<file path="config.mk">
export PLATFORM = sky130hd
export DESIGN_NAME = key_direction_queue
export DESIGN_NICKNAME = d
export VERILOG_FILES = /design/src/rtl/key_direction_queue.sv
export SDC_FILE = /design/constraint.sdc
export NUM_CORES = 1
export LEC_CHECK = 0
export BUFFER_PORTS_ARGS = -buffer_cell sky130_fd_sc_hd__buf_2
export CORE_MARGIN = 2
export CORE_UTILIZATION = 45
export CTS_CLUSTER_DIAMETER = 50
export DETAILED_ROUTE_END_ITERATION = 7
export MAX_ROUTING_LAYER = met4
export PLACE_DENSITY = 0.75
export SYNTH_ARGS = -nofsm -noshare
export SYNTH_HDL_FRONTEND = slang
export SYNTH_SLANG_ARGS = --single-unit
export TNS_END_PERCENT = 20
</file>
<file path="constraint.sdc">
create_clock -name clk -period 3.1 [get_ports clk]
set_clock_uncertainty 0.1 [all_clocks]
set_input_delay 0.465 -clock clk [delete_from_list [all_inputs] [get_ports clk]]
set_output_delay 0.465 -clock clk [all_outputs]
set_load 0.01 [all_outputs]
</file>
<file path="src/rtl/key_direction_queue.sv">
// key_direction_queue: decodes PS/2 key events into per-player direction
// requests, buffers pending turns in a small per-player FIFO, and commits a
// turn when the engine confirms it. Reversals apply immediately. Also tracks
// held keys, a pause toggle and sticky per-player overflow flags.
module key_direction_queue #(
  parameter int          NUM_PLAYERS = 2,
  parameter int          QDEPTH      = 4,
  parameter logic [7:0]  P0_UP       = 8'h1D,
  parameter logic [7:0]  P0_DOWN     = 8'h1B,
  parameter logic [7:0]  P0_LEFT     = 8'h1C,
  parameter logic [7:0]  P0_RIGHT    = 8'h23,
  parameter logic [7:0]  P1_UP       = 8'h75,
  parameter logic [7:0]  P1_DOWN     = 8'h72,
  parameter logic [7:0]  P1_LEFT     = 8'h6B,
  parameter logic [7:0]  P1_RIGHT    = 8'h74,
  parameter logic [7:0]  PAUSE_KEY   = 8'h4D
) (
  input  logic                       clk,
  input  logic                       rst,
  input  logic                       key_valid,
  input  logic                       ext,
  input  logic [7:0]                 keycode,
  input  logic                       make,
  input  logic [NUM_PLAYERS-1:0]     turn_ok,
  output logic [2*NUM_PLAYERS-1:0]   direction,
  output logic [2*NUM_PLAYERS-1:0]   pending_dir,
  output logic [NUM_PLAYERS-1:0]     pending_valid,
  output logic [4*NUM_PLAYERS-1:0]   held,
  output logic                       paused,
  output logic [NUM_PLAYERS-1:0]     overflow
);

  localparam int PW = $clog2(QDEPTH);
  localparam int CW = PW + 1;
  localparam logic [CW-1:0] FULL = CW'(QDEPTH);

  localparam logic [1:0] D_UP    = 2'd0;
  localparam logic [1:0] D_DOWN  = 2'd1;
  localparam logic [1:0] D_LEFT  = 2'd2;
  localparam logic [1:0] D_RIGHT = 2'd3;

  // Registered state
  logic [NUM_PLAYERS-1:0][1:0]             dir_q, dir_d;
  logic [NUM_PLAYERS-1:0][QDEPTH-1:0][1:0] mem_q, mem_d;
  logic [NUM_PLAYERS-1:0][PW-1:0]          rd_q, rd_d, wr_q, wr_d;
  logic [NUM_PLAYERS-1:0][CW-1:0]          cnt_q, cnt_d;
  logic [NUM_PLAYERS-1:0][3:0]             held_q, held_d;
  logic [NUM_PLAYERS-1:0]                  ov_q, ov_d;
  logic                                    paused_q, paused_d;

  // Decoded key event (sized for two players regardless of NUM_PLAYERS)
  logic [1:0]      hit;
  logic [1:0][1:0] kdir;
  logic            pause_hit;

  // Per-player event qualifiers
  logic [NUM_PLAYERS-1:0] ev, flip, pop, dup, enq;

  // Decode the incoming scan event into a player/direction or the pause key.
  always_comb begin
    // NOTE: every signal written here gets a default first so no latch is inferred.
    hit       = '0;
    kdir      = '0;
    pause_hit = 1'b0;
    if (key_valid) begin
      if (!ext) begin
        case (keycode)
          P0_UP:     begin hit[0] = 1'b1; kdir[0] = D_UP;    end
          P0_DOWN:   begin hit[0] = 1'b1; kdir[0] = D_DOWN;  end
          P0_LEFT:   begin hit[0] = 1'b1; kdir[0] = D_LEFT;  end
          P0_RIGHT:  begin hit[0] = 1'b1; kdir[0] = D_RIGHT; end
          PAUSE_KEY: pause_hit = 1'b1;
          default:   ;
        endcase
      end else if (NUM_PLAYERS > 1) begin
        case (keycode)
          P1_UP:    begin hit[1] = 1'b1; kdir[1] = D_UP;    end
          P1_DOWN:  begin hit[1] = 1'b1; kdir[1] = D_DOWN;  end
          P1_LEFT:  begin hit[1] = 1'b1; kdir[1] = D_LEFT;  end
          P1_RIGHT: begin hit[1] = 1'b1; kdir[1] = D_RIGHT; end
          default:  ;
        endcase
      end
    end
  end

  // Next-state logic: held tracking, reversal, dedup, enqueue/pop, overflow.
  always_comb begin
    dir_d    = dir_q;
    mem_d    = mem_q;
    rd_d     = rd_q;
    wr_d     = wr_q;
    cnt_d    = cnt_q;
    held_d   = held_q;
    ov_d     = ov_q;
    paused_d = paused_q ^ (pause_hit & make);
    ev       = '0;
    flip     = '0;
    pop      = '0;
    dup      = '0;
    enq      = '0;
    for (int p = 0; p < NUM_PLAYERS; p++) begin
      // Held flags follow make/break even while paused.
      if (hit[p]) held_d[p][kdir[p]] = make;

      ev[p]   = hit[p] & make & ~paused_q;
      flip[p] = ev[p] & (kdir[p] == (dir_q[p] ^ 2'b01));
      dup[p]  = (kdir[p] == dir_q[p]) ||
                ((cnt_q[p] != '0) && (kdir[p] == mem_q[p][wr_q[p] - PW'(1)]));
      pop[p]  = turn_ok[p] & ~paused_q & (cnt_q[p] != '0) & ~flip[p];
      enq[p]  = ev[p] & ~flip[p] & ~dup[p];

      if (flip[p]) begin
        // Reversal commits at once and discards any queued turns.
        dir_d[p] = kdir[p];
        rd_d[p]  = '0;
        wr_d[p]  = '0;
        cnt_d[p] = '0;
      end else begin
        if (pop[p]) begin
          dir_d[p] = mem_q[p][rd_q[p]];
          rd_d[p]  = rd_q[p] + PW'(1);
        end
        if (enq[p]) begin
          mem_d[p][wr_q[p]] = kdir[p];
          wr_d[p]           = wr_q[p] + PW'(1);
          if (!pop[p]) begin
            if (cnt_q[p] == FULL) begin
              // Full with no pop: the oldest entry is overwritten in place.
              rd_d[p] = rd_q[p] + PW'(1);
              ov_d[p] = 1'b1;
            end else begin
              cnt_d[p] = cnt_q[p] + CW'(1);
            end
          end
        end else if (pop[p]) begin
          cnt_d[p] = cnt_q[p] - CW'(1);
        end
      end
    end
  end

  // Control state register with synchronous reset.
  always_ff @(posedge clk) begin
    if (rst) begin
      dir_q    <= '0;
      rd_q     <= '0;
      wr_q     <= '0;
      cnt_q    <= '0;
      held_q   <= '0;
      ov_q     <= '0;
      paused_q <= 1'b0;
    end else begin
      // NOTE: state is updated with non-blocking assignments so all registers see pre-edge values.
      dir_q    <= dir_d;
      rd_q     <= rd_d;
      wr_q     <= wr_d;
      cnt_q    <= cnt_d;
      held_q   <= held_d;
      ov_q     <= ov_d;
      paused_q <= paused_d;
    end
  end

  // FIFO storage; contents are only observed through the count-gated head.
  always_ff @(posedge clk) begin
    // NOTE: storage is not reset; an empty count makes stale entries invisible.
    mem_q <= mem_d;
  end

  // Present the FIFO head, forced to zero when the FIFO is empty.
  always_comb begin
    pending_dir   = '0;
    pending_valid = '0;
    for (int p = 0; p < NUM_PLAYERS; p++) begin
      pending_valid[p] = (cnt_q[p] != '0);
      if (cnt_q[p] != '0) pending_dir[2*p +: 2] = mem_q[p][rd_q[p]];
    end
  end

  assign direction = dir_q;
  assign held      = held_q;
  assign paused    = paused_q;
  assign overflow  = ov_q;

endmodule

</file>
==> qor.yml, run 1 <==
global_routing:
  track_usage: 0.191
  grt_max_degree: 19
  grt_overflow: 0
  antenna_found_initial: 0
  grt_first_pass_wirelength_um: 10700
  grt_pass1_vias: 2313
floorplanning:
  io_pins: 36
  num_rows: 29
  initial_core_util: 0.459
  coreArea_um2: 6280
  die_h_um: 84.0
  die_w_um: 84.0
  die-area_um2: 7060
timing:
  hold_ws_ns: 0.376
  slew_headroom: 0.521
  fmax_ghz: 0.350
  worst_slew_pin_slew_ns: 0.715
  min_period_ns: 2.86
  setup_viol: 0
  setup_ws_ns: 0.242
  slew_viol_final: 0
  rsz0062_at_grt: "false"
  hold_viol: 0
  period_share: 0.922
worst_setup_path:
  arrival_ns: 2.94
  r2r_slack_ns: 0.24
  end_kind: "register"
  cp-start-kind: "register"
  path_class: "reg -> reg"
  cp_max_fo: 4
  required_ns: 3.18
detailed_routing:
  wire_per_inst_um: 15.5
  postRouteAntennaNets: 0
  drt-pass1-iter-count: 4
  drcViolationCount: 0
  viasPerCell: 5.73
  routed_wl_um: 6460
  vias: 2382
  drt-initial-drc-count: 127
clock_network:
  numCtsBuffers: 5
  clock_path_buffers: 2
  cts.sinks: 45
  post_cts_buffers: 0
  cts_hold_buf: 0
  path_clk_slew_ns: 0.08
  htreeDepth: 2
  clk_latency_ns: 0.30
  cts_tree: "done"
  cts_root_buffer: "clkbuf_8"
  ctsResizeCount: 0
cells_and_area:
  layout_commonest_cell: "buf_2"
  fin_area_um2: 3370
  diodes: 0
  final_nets: 363
  area_growth_syn_to_layout_pct: 16.9
  layout_common_cells: "buf_2 (35), nor2_1 (30), dfxtp_1 (29)"
  drive_gt1_frac: 0.265
worst_hold_path:
  min_path_type: "reg -> reg"
logic_synthesis:
  synth_edf_count: 16
  syn_inst: 288
  syn_nets: 313
  synth_area_per_cell_um2: 10.0
  yosysUniqueCellTypes: 64
  yosysWarnings: 0
  synth-seq-area-share: 0.368
  synth_ff_type: "dfxtp_1"
  synth_seq_cells: 45
  synth_area_um2: 2880
  ys_async_sr_fraction: 0
job:
  cap_violations: 0
placed_design:
  port_buffers: 35
  dp_hpwl_um: 5060
  place_area_um2: 3270
  gp_congestion: 0.871
  place_ws_ns: -0.0425
power:
  leakage_nw: 1.27
  powerDensity_nw_per_um2: 554
  vdd_ir_drop_max_mv: 0.408
run_status:
  status: "finished, final reports clean"
-- final cells by class --
class                   instances  area [um^2]
clock buffers                   8         90.1
fillers                       548         2910
inverters                      14         65.1
multi-input cells             221         1760
flip-flops and latches         45         1060
well taps                      77         96.3
repair buffers                 51          295
-- metal layers --
layer,share of wire,track usage,wire length (um),vias up
met4,0.0081,0.0455,52,0
met2,0.49,0.323,3190,63
met5,0,-,0,-
met3,0.047,0.0376,303,7
met1,0.45,0.236,2910,1145
li1,-,-,-,1167
-- state kept, by name (all words and copies together) (netlist names) --
signal	count
cnt_q	6
direction	4
held	8
mem_q	16
overflow	2
paused	1
rd_q	4
wr_q	4
-- through the flow --
step | utilization | power [mW] | cells | TNS, ns
final | 0.537 | 1.87 | 416 | 0
after global routing | 0.537 | 1.98 | 416 | 0
after CTS | 0.536 | 1.86 | 416 | 0
after detailed placement | 0.522 | 1.49 | 408 | -0.0425
after global placement | 0.522 | 1.47 | 408 | 0
after floorplan | - | 1.28 | 288 | -0.00591
-- logic make-up (layout without fill, tap and decap cells) --
family,count (synthesis),in the layout,share of synthesized area
buffers and inverters,22,73,0.0343
XOR/XNOR,13,13,0.0460
AO/OA/AOI/OAI,54,54,0.154
AND/OR/NAND/NOR,122,122,0.243
adder cells (fa/ha/maj),10,10,0.0434
flip-flops,45,45,0.368
multiplexers,22,22,0.112
-- power breakdown --
part           switching [mW]  internal (mW)
clock network           0.196          0.182
registers              0.0930          0.672
logic                   0.412          0.311
-- synth_stat cells, types with 3 or more instances --
| library cell | instances | share of area |
|---|---|---|
| and2_1 | 10 | 0.022 |
| nand2b_1 | 6 | 0.013 |
| edfxtp_1 | 16 | 0.17 |
| nand3_1 | 3 | 0.0052 |
| buf_2 | 3 | 0.0052 |
| xnor2_1 | 12 | 0.036 |
| and3_1 | 3 | 0.0065 |
| mux2i_1 | 13 | 0.045 |
| clkbuf_1 | 5 | 0.0065 |
| nor3_1 | 11 | 0.019 |
| nand2_1 | 19 | 0.025 |
| a21oi_1 | 5 | 0.0087 |
| a211o_1 | 3 | 0.0091 |
| a31oi_1 | 4 | 0.0087 |
| or3_1 | 4 | 0.0087 |
| a211oi_1 | 5 | 0.013 |
| o21ai_0 | 8 | 0.014 |
| mux4_2 | 8 | 0.062 |
| ha_1 | 10 | 0.043 |
| nand3b_1 | 4 | 0.010 |
| nor2_1 | 30 | 0.039 |
| inv_1 | 13 | 0.017 |
| dfxtp_1 | 29 | 0.20 |
| nor2b_1 | 7 | 0.015 |
| nor3b_1 | 8 | 0.021 |
-- final timing paths --
path | from | endpoint | depth (start not counted)
setup reg to reg | wr_q[3]$_SDFFE_PP0P_ | cnt_q[5]$_SDFFE_PP0P_ | 11
hold reg to reg | overflow[1]$_SDFFE_PP0P_ | overflow[1]$_SDFFE_PP0P_ | 2
hold / removal | overflow[1]$_SDFFE_PP0P_ | overflow[1]$_SDFFE_PP0P_ | 2
setup / recovery | wr_q[3]$_SDFFE_PP0P_ | cnt_q[5]$_SDFFE_PP0P_ | 11
-- critical path, cell delays in order (launching register included) --
cell and delay [ns]:
dfxtp_1 0.39, inv_1 0.08, ha_1 0.34, mux4_2 0.33, xnor2_1 0.16, a211oi_1 0.30
o21a_1 0.21, xnor2_1 0.08, ha_1 0.22, o41ai_1 0.33, a31o_2 0.15, a31oi_1 0.07
(Power assumes the default switching activity.)
==> inputs of run 2 (changes only) <==
--- a/config.mk
+++ b/config.mk
@@ -7,11 +7,11 @@
 export LEC_CHECK = 0
 export BUFFER_PORTS_ARGS = -buffer_cell sky130_fd_sc_hd__buf_2
 export CORE_MARGIN = 2
-export CORE_UTILIZATION = 45
+export CORE_UTILIZATION = 40
 export CTS_CLUSTER_DIAMETER = 50
 export DETAILED_ROUTE_END_ITERATION = 7
 export MAX_ROUTING_LAYER = met4
-export PLACE_DENSITY = 0.75
+export PLACE_DENSITY = 0.69
 export SYNTH_ARGS = -nofsm -noshare
 export SYNTH_HDL_FRONTEND = slang
 export SYNTH_SLANG_ARGS = --single-unit
==> qor.yml, run 2 (same netlist as run 1, synthesis figures left out) <==
detailed_routing:
  drcViolationCount: 0  # unchanged
  viasPerCell: 5.38  # was 5.73
  drt-pass1-iter-count: 4  # unchanged
  routed_wl_um: 6480  # was 6460 um
  vias: 2345  # was 2382
  wire_per_inst_um: 14.9  # was 15.5 um
  drt-initial-drc-count: 83  # was 127
  postRouteAntennaNets: 0  # unchanged
worst_setup_path:
  max_stage_delay_ns: 0.38  # was 0.39 ns
  path_class: "reg -> reg"  # unchanged
  r2r_slack_ns: 0.17  # was 0.24 ns
  end_kind: "register"  # unchanged
  cp_max_fo: 6  # was 4
  reg2reg_to: "cnt_q[5]$_SDFFE_PP0P_"  # unchanged
  required_ns: 3.19  # was 3.18 ns
  worst_path_max_delay_cell: "dfxtp_1"  # unchanged
  cp-start-kind: "register"  # unchanged
  cp-startpoint: "wr_q[3]$_SDFFE_PP0P_"  # unchanged
  arrival_ns: 3.02  # was 2.94 ns
  crit_path_frequent_cell: "ha_1"
  endpoint: "cnt_q[5]$_SDFFE_PP0P_"  # unchanged
  path_cells: "inv_1 > ha_1 > mux4_2 > xnor2_2 > a311oi_2 > o21a_1 > xnor2_1 > ha_1 > o41ai_1 > a31o_2 > a31oi_1"  # was inv_1 > ha_1 > mux4_2 > xnor2_1 > a211oi_1 > o21a_1 > xnor2_1 > ha_1 > o41ai_1 > a31o_2 > a31oi_1
  worstReg2RegStart: "wr_q[3]$_SDFFE_PP0P_"  # unchanged
  r2r_cells: 11  # unchanged
cells_and_area:
  final_nets: 364  # was 363
  drive_gt1_frac: 0.279  # was 0.265
  layout_common_cells: "buf_2 (35), nor2_1 (30), dfxtp_1 (29)"  # unchanged
  largest-register: "mem_q"  # unchanged
  stdcell_count: 436  # was 416
  fin_area_um2: 3440  # was 3370 um^2
  n_fill_cell: 631  # was 548
  multi_input_area_um2: 1780  # was 1760 um^2
  layout_commonest_cell: "buf_2"  # unchanged
  largest_reg_flops: 16  # unchanged
  regArea_um2: 1060  # unchanged
  diodes: 0  # unchanged
  area_growth_syn_to_layout_pct: 19.5  # was 16.9%
floorplanning:
  die-area_um2: 7900  # was 7060 um^2
  die_h_um: 88.9  # was 84.0 um
  num_rows: 30  # was 29
  die_w_um: 88.9  # was 84.0 um
  initial_core_util: 0.420  # was 0.459
  coreArea_um2: 6870  # was 6280 um^2
  io_pins: 36  # unchanged
placed_design:
  place_area_um2: 3310  # was 3270 um^2
  port_buffers: 35  # unchanged
  dp_cells: 428  # was 408
  place_ws_ns: 0.0321  # was -0.0425 ns
  dp_hpwl_um: 5040  # was 5060 um
  gp_congestion: 0.851  # was 0.871
clock_network:
  clock_path_buffers: 2  # unchanged
  cts_root_buffer: "clkbuf_8"  # unchanged
  cts_tree: "done"  # unchanged
  numCtsBuffers: 5  # unchanged
  clk_latency_ns: 0.31  # was 0.30 ns
  cts_hold_buf: 0  # unchanged
  path_clk_slew_ns: 0.09  # was 0.08 ns
  htreeDepth: 2  # unchanged
  cts.sinks: 45  # unchanged
global_routing:
  antenna_found_initial: 0  # unchanged
  track_usage: 0.181  # was 0.191
  grt_overflow: 0  # unchanged
  grt_max_degree: 19  # unchanged
  grt_first_pass_wirelength_um: 10700  # about the same
  grt_pass1_vias: 2247  # was 2313
timing:
  hold_ws_ns: 0.383  # was 0.376 ns
  setup_ws_ns: 0.169  # was 0.242 ns
  fmax_ghz: 0.341  # was 0.350 GHz
  slew_headroom: 0.587  # was 0.521
  period_share: 0.945  # was 0.922
  hold_viol: 0  # unchanged
  setup_viol: 0  # unchanged
  slew_viol_final: 0  # unchanged
  min_period_ns: 2.93  # was 2.86 ns
  worst_slew_pin_slew_ns: 0.618  # was 0.715 ns
power:
  power.total_mw: 1.96  # was 1.87 mW
  seq_power_share: 0.390  # was 0.410
  power.internal_mw: 1.26  # was 1.17 mW
  comb_power_share: 0.370  # was 0.388
  leakage_nw: 1.28  # was 1.27 nW
  vdd_ir_drop_max_mv: 0.208  # was 0.408 mV
  power.share.clock: 0.240  # was 0.203
  powerDensity_nw_per_um2: 570  # was 554 nW/um^2
  swShare: 0.361  # was 0.376
  switching_power_uw: 708  # was 702 uW
worst_hold_path:
  min_path_type: "reg -> reg"  # unchanged
run_status:
  status: "finished, final reports clean"  # unchanged
job:
  cap_violations: 0  # unchanged
[run 2: changes by cell type in the layout (fill, tap and decap cells not counted), sizes merged]
cell,before,now
clkinvlp,0,1
clkbuf,8,6
bufinv,0,1
buf,51,52
[run 2: layout make-up]
cell class	instances	area share
Multi-Input combinational cell	221	0.515
Clock buffer	6	0.0240
Inverter	14	0.0189
Clock inverter	2	0.0109
Tap cell	96	0.0349
Timing Repair Buffer	52	0.0879
Sequential cell	45	0.308
[run 2: critical path: cells and delay by family, from the launching register on]
family / cells / cell delay [ns]
buf+inv: 1 / 0.08
fa+ha+maj: 2 / 0.59
mux: 1 / 0.34
flops: 1 / 0.38
xor+xnor: 2 / 0.25
compound gates: 5 / 1.08
[run 2: power by group through the flow]
stage               registers (mW)  clock network, mW  logic, mW
floorplan                    0.761                  0      0.515
global placement             0.774                  0      0.706
detailed placement           0.778                  0      0.716
CTS                          0.765              0.486      0.719
global route                 0.781              0.503      0.806
finish                       0.767              0.470      0.726
[run 2: worst min-delay path by stage]
stage / from / to / cells after the start
floorplan: cnt_q[3]$_SDFFE_PP0P_ / cnt_q[3]$_SDFFE_PP0P_ / 2
global placement: overflow[1]$_SDFFE_PP0P_ / overflow[1]$_SDFFE_PP0P_ / 2
detailed placement: overflow[0]$_SDFFE_PP0P_ / overflow[0]$_SDFFE_PP0P_ / 2
CTS: overflow[0]$_SDFFE_PP0P_ / overflow[0]$_SDFFE_PP0P_ / 2
global route: overflow[1]$_SDFFE_PP0P_ / overflow[1]$_SDFFE_PP0P_ / 2
finish: overflow[0]$_SDFFE_PP0P_ / overflow[0]$_SDFFE_PP0P_ / 2
[run 2: routing by layer]
layer | share of wire | global-route usage | vias up
li1 | - | - | 1166
met1 | 0.48 | 0.243 | 1101
met2 | 0.45 | 0.277 | 70
met3 | 0.049 | 0.0323 | 8
met4 | 0.018 | 0.0620 | 0
met5 | 0 | - | -
[run 2: metrics by stage]
step	TNS, ns	util
finish	0	0.501
CTS	0	0.499
floorplan	-0.00591	-
detailed placement	0	0.481
global route	-0.0407	0.501
global placement	0	0.481
[run 2: repair_timing]
item,CTS,global route
setup endpoints to repair,0,1
resized for setup,0,3
setup buffers,0,0
